$ cat src/rtl/alu_exec_unit_if.sv
// Instruction/operand bus of the execute stage. The fetch path drives the
// instruction and operands. The execute unit returns the ALU result, the
// register-bank write enable, the flags and the LDR write-back target.
interface alu_exec_unit_if;
  logic [31:0] fetch;
  logic [31:0] s1;
  logic [31:0] s2;
  logic [31:0] result;
  logic [15:0] en;
  logic        n;
  logic        z;
  logic        c;
  logic        v;
  logic [3:0]  ldrdest;
  logic [15:0] ldrdestdec;

  modport master (
    output fetch, s1, s2,
    input  result, en, n, z, c, v, ldrdest, ldrdestdec
  );

  modport slave (
    input  fetch, s1, s2,
    output result, en, n, z, c, v, ldrdest, ldrdestdec
  );
endinterface

$ cat src/rtl/alu_exec_unit.sv
// Execute stage of the 32-bit, 16-register processor: ALU with NZCV flags,
// one-hot register write-enable decode and LDR destination store.
module alu_exec_unit (
  input  logic          clk,
  input  logic          reset,
  alu_exec_unit_if.slave bus
);

  logic [3:0]         w_op;
  logic               w_s;
  logic [3:0]         w_rd;
  logic [31:0]        w_add_b;
  logic               w_add_cin;
  logic               w_is_arith;
  logic [32:0]        w_sum;
  logic [31:0]        w_result;
  logic [4:0]         w_amt;
  logic [4:0]         w_ridx;
  logic [5:0]         w_lidx;
  logic               w_c_nxt;
  logic               w_v_nxt;
  logic               w_upd;
  logic               w_unused_bits;

  logic               r_n, r_z, r_c, r_v;
  logic [3:0]         r_ldrdest;
  logic               r_pend;

  function automatic logic [15:0] onehot16(input logic [3:0] idx);
    logic [15:0] oh;
    oh = '0;
    oh[idx] = 1'b1;
    return oh;
  endfunction

  assign w_op          = bus.fetch[27:24];
  assign w_s           = bus.fetch[23];
  assign w_rd          = bus.fetch[22:19];
  assign w_unused_bits = ^{bus.fetch[31:28], bus.fetch[18:0]};
  assign w_amt         = bus.s2[4:0];
  assign w_lidx        = 6'd32 - {1'b0, w_amt};
  assign w_ridx        = w_amt - 5'd1;

  // Adder operand selection: subtraction is s1 + ~s2 + carry-in, so the carry
  // out is directly NOT borrow for SUB/CMP/SBC.
  always_comb begin
    w_add_b    = bus.s2;
    w_add_cin  = 1'b0;
    w_is_arith = 1'b0;
    case (w_op)
      4'h3:       begin w_is_arith = 1'b1; end
      4'h4, 4'hC: begin w_add_b = ~bus.s2; w_add_cin = 1'b1; w_is_arith = 1'b1; end
      4'h5:       begin w_add_cin = r_c; w_is_arith = 1'b1; end
      4'h6:       begin w_add_b = ~bus.s2; w_add_cin = r_c; w_is_arith = 1'b1; end
      default:    begin w_add_b = bus.s2; end
    endcase
    w_sum = {1'b0, bus.s1} + {1'b0, w_add_b} + {32'd0, w_add_cin};
  end

  // Result mux and next carry/overflow; unaffected flags keep their value.
  always_comb begin
    w_result = '0;
    w_c_nxt  = r_c;
    w_v_nxt  = r_v;
    case (w_op)
      4'h0: w_result = bus.s1 & bus.s2;
      4'h1: w_result = bus.s1 | bus.s2;
      4'h2: w_result = bus.s1 ^ bus.s2;
      4'h3, 4'h4, 4'h5, 4'h6, 4'hC,
      4'hD, 4'hE: w_result = w_sum[31:0];
      4'h7: w_result = bus.s2;
      4'h8: w_result = ~bus.s2;
      4'h9: begin
        w_result = bus.s1 << w_amt;
        if (w_amt != 5'd0) w_c_nxt = bus.s1[w_lidx[4:0]];
      end
      4'hA: begin
        w_result = bus.s1 >> w_amt;
        if (w_amt != 5'd0) w_c_nxt = bus.s1[w_ridx];
      end
      4'hB: begin
        w_result = $unsigned($signed(bus.s1) >>> w_amt);
        if (w_amt != 5'd0) w_c_nxt = bus.s1[w_ridx];
      end
      default: w_result = '0;
    endcase
    if (w_is_arith) begin
      w_c_nxt = w_sum[32];
      w_v_nxt = (bus.s1[31] == w_add_b[31]) && (w_sum[31] != bus.s1[31]);
    end
  end

  assign w_upd = (w_s && (w_op <= 4'hB)) || (w_op == 4'hC);

  // Flag register: reset dominates, otherwise update only on S-suffixed ALU ops or CMP.
  always_ff @(posedge clk) begin
    if (reset) begin
      r_n <= 1'b0;
      r_z <= 1'b0;
      r_c <= 1'b0;
      r_v <= 1'b0;
    end else if (w_upd) begin
      r_n <= w_result[31];
      r_z <= (w_result == 32'd0);
      r_c <= w_c_nxt;
      r_v <= w_v_nxt;
    end
  end

  // LDR target capture: memory data returns one cycle later, so the write is
  // pending only for the cycle following an LDR.
  always_ff @(posedge clk) begin
    if (reset) begin
      r_ldrdest <= 4'd0;
      r_pend    <= 1'b0;
    end else if (w_op == 4'hD) begin
      r_ldrdest <= w_rd;
      r_pend    <= 1'b1;
    end else begin
      r_pend    <= 1'b0;
    end
  end

  assign bus.result     = w_result;
  assign bus.en         = (!reset && (w_op <= 4'hB)) ? onehot16(w_rd) : 16'h0000;
  assign bus.n          = r_n;
  assign bus.z          = r_z;
  assign bus.c          = r_c;
  assign bus.v          = r_v;
  assign bus.ldrdest    = r_ldrdest;
  assign bus.ldrdestdec = r_pend ? onehot16(r_ldrdest) : 16'h0000;

endmodule

$ cat src/flat_wrapper.sv
// flat-port wrapper written by rule: the top's interface ports become plain ports
module alu_exec_unit_flat 
  (clk, reset, bus_fetch, bus_s1, bus_s2, bus_result, bus_en, bus_n, bus_z, bus_c, bus_v, bus_ldrdest, bus_ldrdestdec);
  alu_exec_unit_if bus_i ();
  input  logic clk;
  input  logic reset;
  input wire logic [$bits(bus_i.fetch)-1:0] bus_fetch;
  input wire logic [$bits(bus_i.s1)-1:0] bus_s1;
  input wire logic [$bits(bus_i.s2)-1:0] bus_s2;
  output wire logic [$bits(bus_i.result)-1:0] bus_result;
  output wire logic [$bits(bus_i.en)-1:0] bus_en;
  output wire logic [$bits(bus_i.n)-1:0] bus_n;
  output wire logic [$bits(bus_i.z)-1:0] bus_z;
  output wire logic [$bits(bus_i.c)-1:0] bus_c;
  output wire logic [$bits(bus_i.v)-1:0] bus_v;
  output wire logic [$bits(bus_i.ldrdest)-1:0] bus_ldrdest;
  output wire logic [$bits(bus_i.ldrdestdec)-1:0] bus_ldrdestdec;
  assign bus_i.fetch = bus_fetch;
  assign bus_i.s1 = bus_s1;
  assign bus_i.s2 = bus_s2;
  assign bus_result = bus_i.result;
  assign bus_en = bus_i.en;
  assign bus_n = bus_i.n;
  assign bus_z = bus_i.z;
  assign bus_c = bus_i.c;
  assign bus_v = bus_i.v;
  assign bus_ldrdest = bus_i.ldrdest;
  assign bus_ldrdestdec = bus_i.ldrdestdec;
  alu_exec_unit u_core (.clk(clk), .reset(reset), .bus(bus_i));
endmodule
$ cat config.mk
export PLATFORM = sky130hd
export DESIGN_NAME = alu_exec_unit_flat
export DESIGN_NICKNAME = d
export VERILOG_FILES = /design/src/rtl/alu_exec_unit_if.sv /design/src/rtl/alu_exec_unit.sv /design/src/flat_wrapper.sv
export SDC_FILE = /design/constraint.sdc
export NUM_CORES = 1
export LEC_CHECK = 0
export ABC_AREA = 0
export CAP_MARGIN = 20
export CORE_AREA = 5 5 138 140
export DETAILED_ROUTE_END_ITERATION = 10
export DIE_AREA = 0 0 143 145
export PLACE_DENSITY = 0.83
export SLEW_MARGIN = 25
export SYNTH_ARGS = -nofsm -noshare
export SYNTH_HDL_FRONTEND = slang
export SYNTH_SLANG_ARGS = --single-unit
$ cat constraint.sdc
create_clock -name clk -period 8.65 [get_ports clk]
set_clock_uncertainty 0.05 [all_clocks]
set_input_delay 1.73 -clock clk [delete_from_list [all_inputs] [get_ports clk]]
set_output_delay 1.73 -clock clk [all_outputs]
set_load 0.02 [all_outputs]
# Word-level counts from Yosys, hierarchy flattened
# Index checks and enable logic that the tools add are counted.
totals:
  elab_cells: 80
  ff_bits: 9
  output_inout_bits: 72
  input_bits: 98
classes:
  n_shift: 3
  mux: 19
  bitwise_logic: 4
  n_reduce_logical: 19
  magnitude_cmp: 7
  n_addsub: 4
  n_eq_ne: 18
ops:
  columns: ["operator", "count"]
  rows:
  - ["$pmux 32 s9", 1]
  - ["$add 32x32->33", 1]
  - ["$add 33x1->33", 1]
  - ["$and 32x32->32", 1]
  - ["$logic_not 32->1", 1]
  - ["$mux 16", 2]
  - ["$mux 32", 1]
  - ["$not 32->32", 1]
  - ["$or 32x32->32", 1]
  - ["$shl 32x5->32", 1]
  - ["$shr 32x5->32", 1]
  - ["$sshr 32x5->32", 1]
  - ["$xor 32x32->32", 1]
  - ["$eq 4x4->1 const B", 7]
  - ["$eq 4x3->1 const B", 4]
  - ["$lt 5x6->1 const B", 2]
  - ["$bmux 1 s5", 2]
  - ["$lt 4x5->1 const B", 2]
  - ["$mux 1", 9]
  - ["$demux 1 s4", 2]
  - ["$eq 4x2->1 const B", 2]
  - ["$ge 4x1->1 const B", 2]
  - ["$reduce_or 7->1", 1]
  - ["$ne 3x1->1 const B", 2]
  - ["other kinds (18)", 25]

# Longest topological paths before layout
depth:
  ltp_word: 7
  mapped_depth: 22
  depth_no_buf: 17

# Worst setup path before layout
# No wires, ideal clock.
synth_timing:
  path_type: "input-to-output"
  start: "input bus_fetch[25]"
  end: "output bus_result[30]"
  stages: 18
  setup_slack_ns: 0.495
  t_arrival_ns: 6.375
  cell_sequence: "buf_2 > buf_2 > buf_2 > buf_2 > clkbuf_1 > a211oi_1 > clkbuf_1 > xnor2_1 > fa_1 > inv_1 > fa_1 > nand2b_1 > a211oi_1 > o2111ai_1 > a311oi_1 > a221oi_1 > xnor2_1 > o221ai_1"
synth_via:
  elab_chain_cells: 6
  word_cells_on_any_way: 24
  cone_classes: "add/sub: 2; eq/ne: 14; mux: 3; reduce/logical: 5"
synth_rtl:
  columns: ["item", "line_no", "source"]
  rows:
  - ["start: declaration", "flat_wrapper.sv:7", "input wire logic [$bits(bus_i.fetch)-1:0] bus_fetch;"]
  - ["$eq 4x3->1 / $eq 4x4->1 (equally long branches)", "alu_exec_unit.sv:50, alu_exec_unit.sv:65", null]
  - ["$reduce_or 3->1 (no source line)", null, null]
  - ["$mux 32", null, null]
  - ["$add 32x32->33", "alu_exec_unit.sv:57", "w_sum = {1'b0, bus.s1} + {1'b0, w_add_b} + {32'd0, w_add_cin};"]
  - ["$add 33x1->33", "alu_exec_unit.sv:57", null]
  - ["$pmux 32 s9 *", "alu_exec_unit.sv:65", "case (w_op)"]
  - ["end: declaration", "flat_wrapper.sv:10", "output wire logic [$bits(bus_i.result)-1:0] bus_result;"]
# Every way passes the cells marked *; elsewhere a longest branch is shown, timed or not.

# Worst setup path in the final report
layout_timing:
  start: "input bus_fetch[25]"
  end: "output bus_result[31]"
# Same word-level chain as after synthesis.

==> out/metrics.csv <==
metric,value,unit
status,"complete, no violations",
nets,1631,
cp_data_required_time,6870,ps
vias,12200,
maxCapViolCount,0,
initial_core_util,54.8,%
final_cell_mix,"148 x nor2_1, 139 x clkdlybuf4s50_1, 124 x nand2_1",
multiInputGateArea,0.00875,mm²
syn-cell-area,0.00970,mm²
synth-edff-count,0,
ys_seq_area_share,1.86,%
hold_violations,0,
area_delta_synth_final,18.4,%
wirelength,46.7,mm
cts_buffers,3,
die_area,0.0207,mm²
async_flop_share,0,%
postCtsSetupRepairBufs,0,
grt_setup_unrepaired,no,
hold_path.class,flip-flop to flip-flop,
setup-violations-final,0,
cts.sinks,9,
avgSynthCellArea,7.30,µm²
finalMaxSlewViolations,0,
gp_congestion,1.09,
synth_adder_area_share,13.0,%
vias_per_cell,7.32,
synth_fp_nets,1528,
clk_latency,230,ps
synthSimpleGateAreaFrac,20.6,%
synthCells,1330,
die_w,143,µm
ios,170,
hpwl,36.5,mm
grt_use_total,42.5,%
design.core.area,0.0177,mm²
post_drt_wl_per_cell,28.1,µm
cts_tree,yes,
grt_first_pass_wirelength,68.8,mm
worstPathArrival,6640,ps
clockRootBuffer,clkbuf_16,
post_synth_num_cell_types,91,
synth_mux_area_share,22.1,%
drt_iter0_drc,1844,
power_density,90.2,mW/mm²
antenna_found_initial,0,
p_leak,0.00461,µW
worst_pin_slew,1400,ps
synth-compound-area-share,29.1,%
grt-ovfl-total,0,
drive_gt1_share,11.9,%
slew_headroom,5.61,%
final.setup.tns,0,ps
path_class,input port to output port,
ir_worst_vdd,0.000117,V
cts.clk_slew.worst_paths,40,ps
fmax,119,MHz
synth_xor_area_share,5.15,%
yosysWarnings,0,
grt_max_degree,78,
path_max_fanout,22,
io_buffers,146,
htreeDepth,1,
regToRegSetupSlack,3810,ps
ys_seq_elements,9,
grt_pass1_vias,11000,
synth_top_family_by_area,compound AO/OA/AOI/OAI gates,
regArea,180,µm²
final_common_cell,nor2_1,
core.rowCount,49,
ant_nets,0,
fin_crit_sh,97.3,%
cp-start-kind,input port,
synthFlopType,dfxtp_1,
postLayoutCoreUtil,64.8,%
firstDrtPassIters,6,
route.detailed.drc,0,
n_antenna_cell,0,
fin_crit,8420,ps
fillers,1587,
clockBufferDepth,2,
cp-end-kind,output port,
die_h,145,µm
-- stage by stage --
step,area [µm²],instances,hold slack (ps),worst slack (ps),power (µW)
6_report,11500,1661,467,231,1040
5_1_grt,11500,1661,500,98.2,1080
3_5_place_dp,11400,1657,456,160,919
3_3_place_gp,11400,1657,425,221,910
2_1_floorplan,9700,1330,533,495,590
4_1_cts,11500,1661,470,154,1000
-- final cells by class --
class                           count  area share (%)
Clock buffer                        4           0.686
Timing Repair Buffer              207            16.6
Multi-Input combinational cell   1137            76.2
Tap cell                          229            2.49
Inverter                           75            2.45
Sequential cell                     9            1.57
-- cell families (layout without fill, tap and decap cells) --
family | Yosys count | count (layout)
fa+ha+maj | 100 | 100
compound gates | 413 | 413
flops | 9 | 9
mux | 141 | 141
buf+inv | 184 | 286
xor+xnor | 57 | 57
simple gates | 426 | 426
-- routing by layer --
layer / share of wire [%] / track usage (%)
met1: 38 / 58.9
met2: 42 / 62.9
met3: 15 / 11.1
met4: 5.5 / 16.7
met5: 0 / 0
-- Yosys cell counts, types with 29 or more instances --
library cell	number	area, µm²
clkbuf_1	63	236
mux2i_1	64	641
nand2_1	124	465
nor3_1	36	180
nor2_1	148	556
xnor2_1	50	438
ha_1	98	1230
o22ai_1	31	194
a21oi_1	84	420
mux4_2	56	1260
a211oi_1	29	218
inv_1	70	263
o21ai_0	81	405
-- registers in the layout, summed over array words and instances, names as in the netlist --
register,cells
u_core.r_pend,1
u_core.bus.c,1
u_core.bus.z,1
u_core.bus.v,1
u_core.bus.n,1
u_core.bus.ldrdest,4
-- timing repair --
action	in CTS	in global routing
hold buffers	0	0
resized for setup	0	1
endpoints found under the setup margin	0	3
-- worst max-delay path: stages --
cell	delay [ps]
buf_2	410
a21oi_1	150
a21oi_1	290
nor2_1	180
fa_1	460
a211oi_1	330
o211ai_1	240
and4_1	300
o211ai_1	410
a21oi_1	140
o22a_1	240
a21o_1	210
or4b_2	620
o311ai_1	120
buf_4	200
clkdlybuf4s50_1	600
-- power by group --
| part | internal (µW) | switching [µW] | total (µW) |
|---|---|---|---|
| combinational | 363 | 548 | 911 |
| sequential | 43.4 | 1.76 | 45.1 |
| clock | 61.5 | 18.9 | 80.5 |
| total | 468 | 569 | 1040 |
-- path summary, 6_finish.rpt --
check,startpoint,end,depth (start not counted)
worst max-delay path,bus_fetch[25],bus_result[31],16
worst min-delay path,u_core.bus.v,u_core.bus.v,2
worst max register to register,u_core.bus.c,u_core.bus.z,17
worst min register to register,u_core.bus.v,u_core.bus.v,2
(Power assumes the default switching activity.)
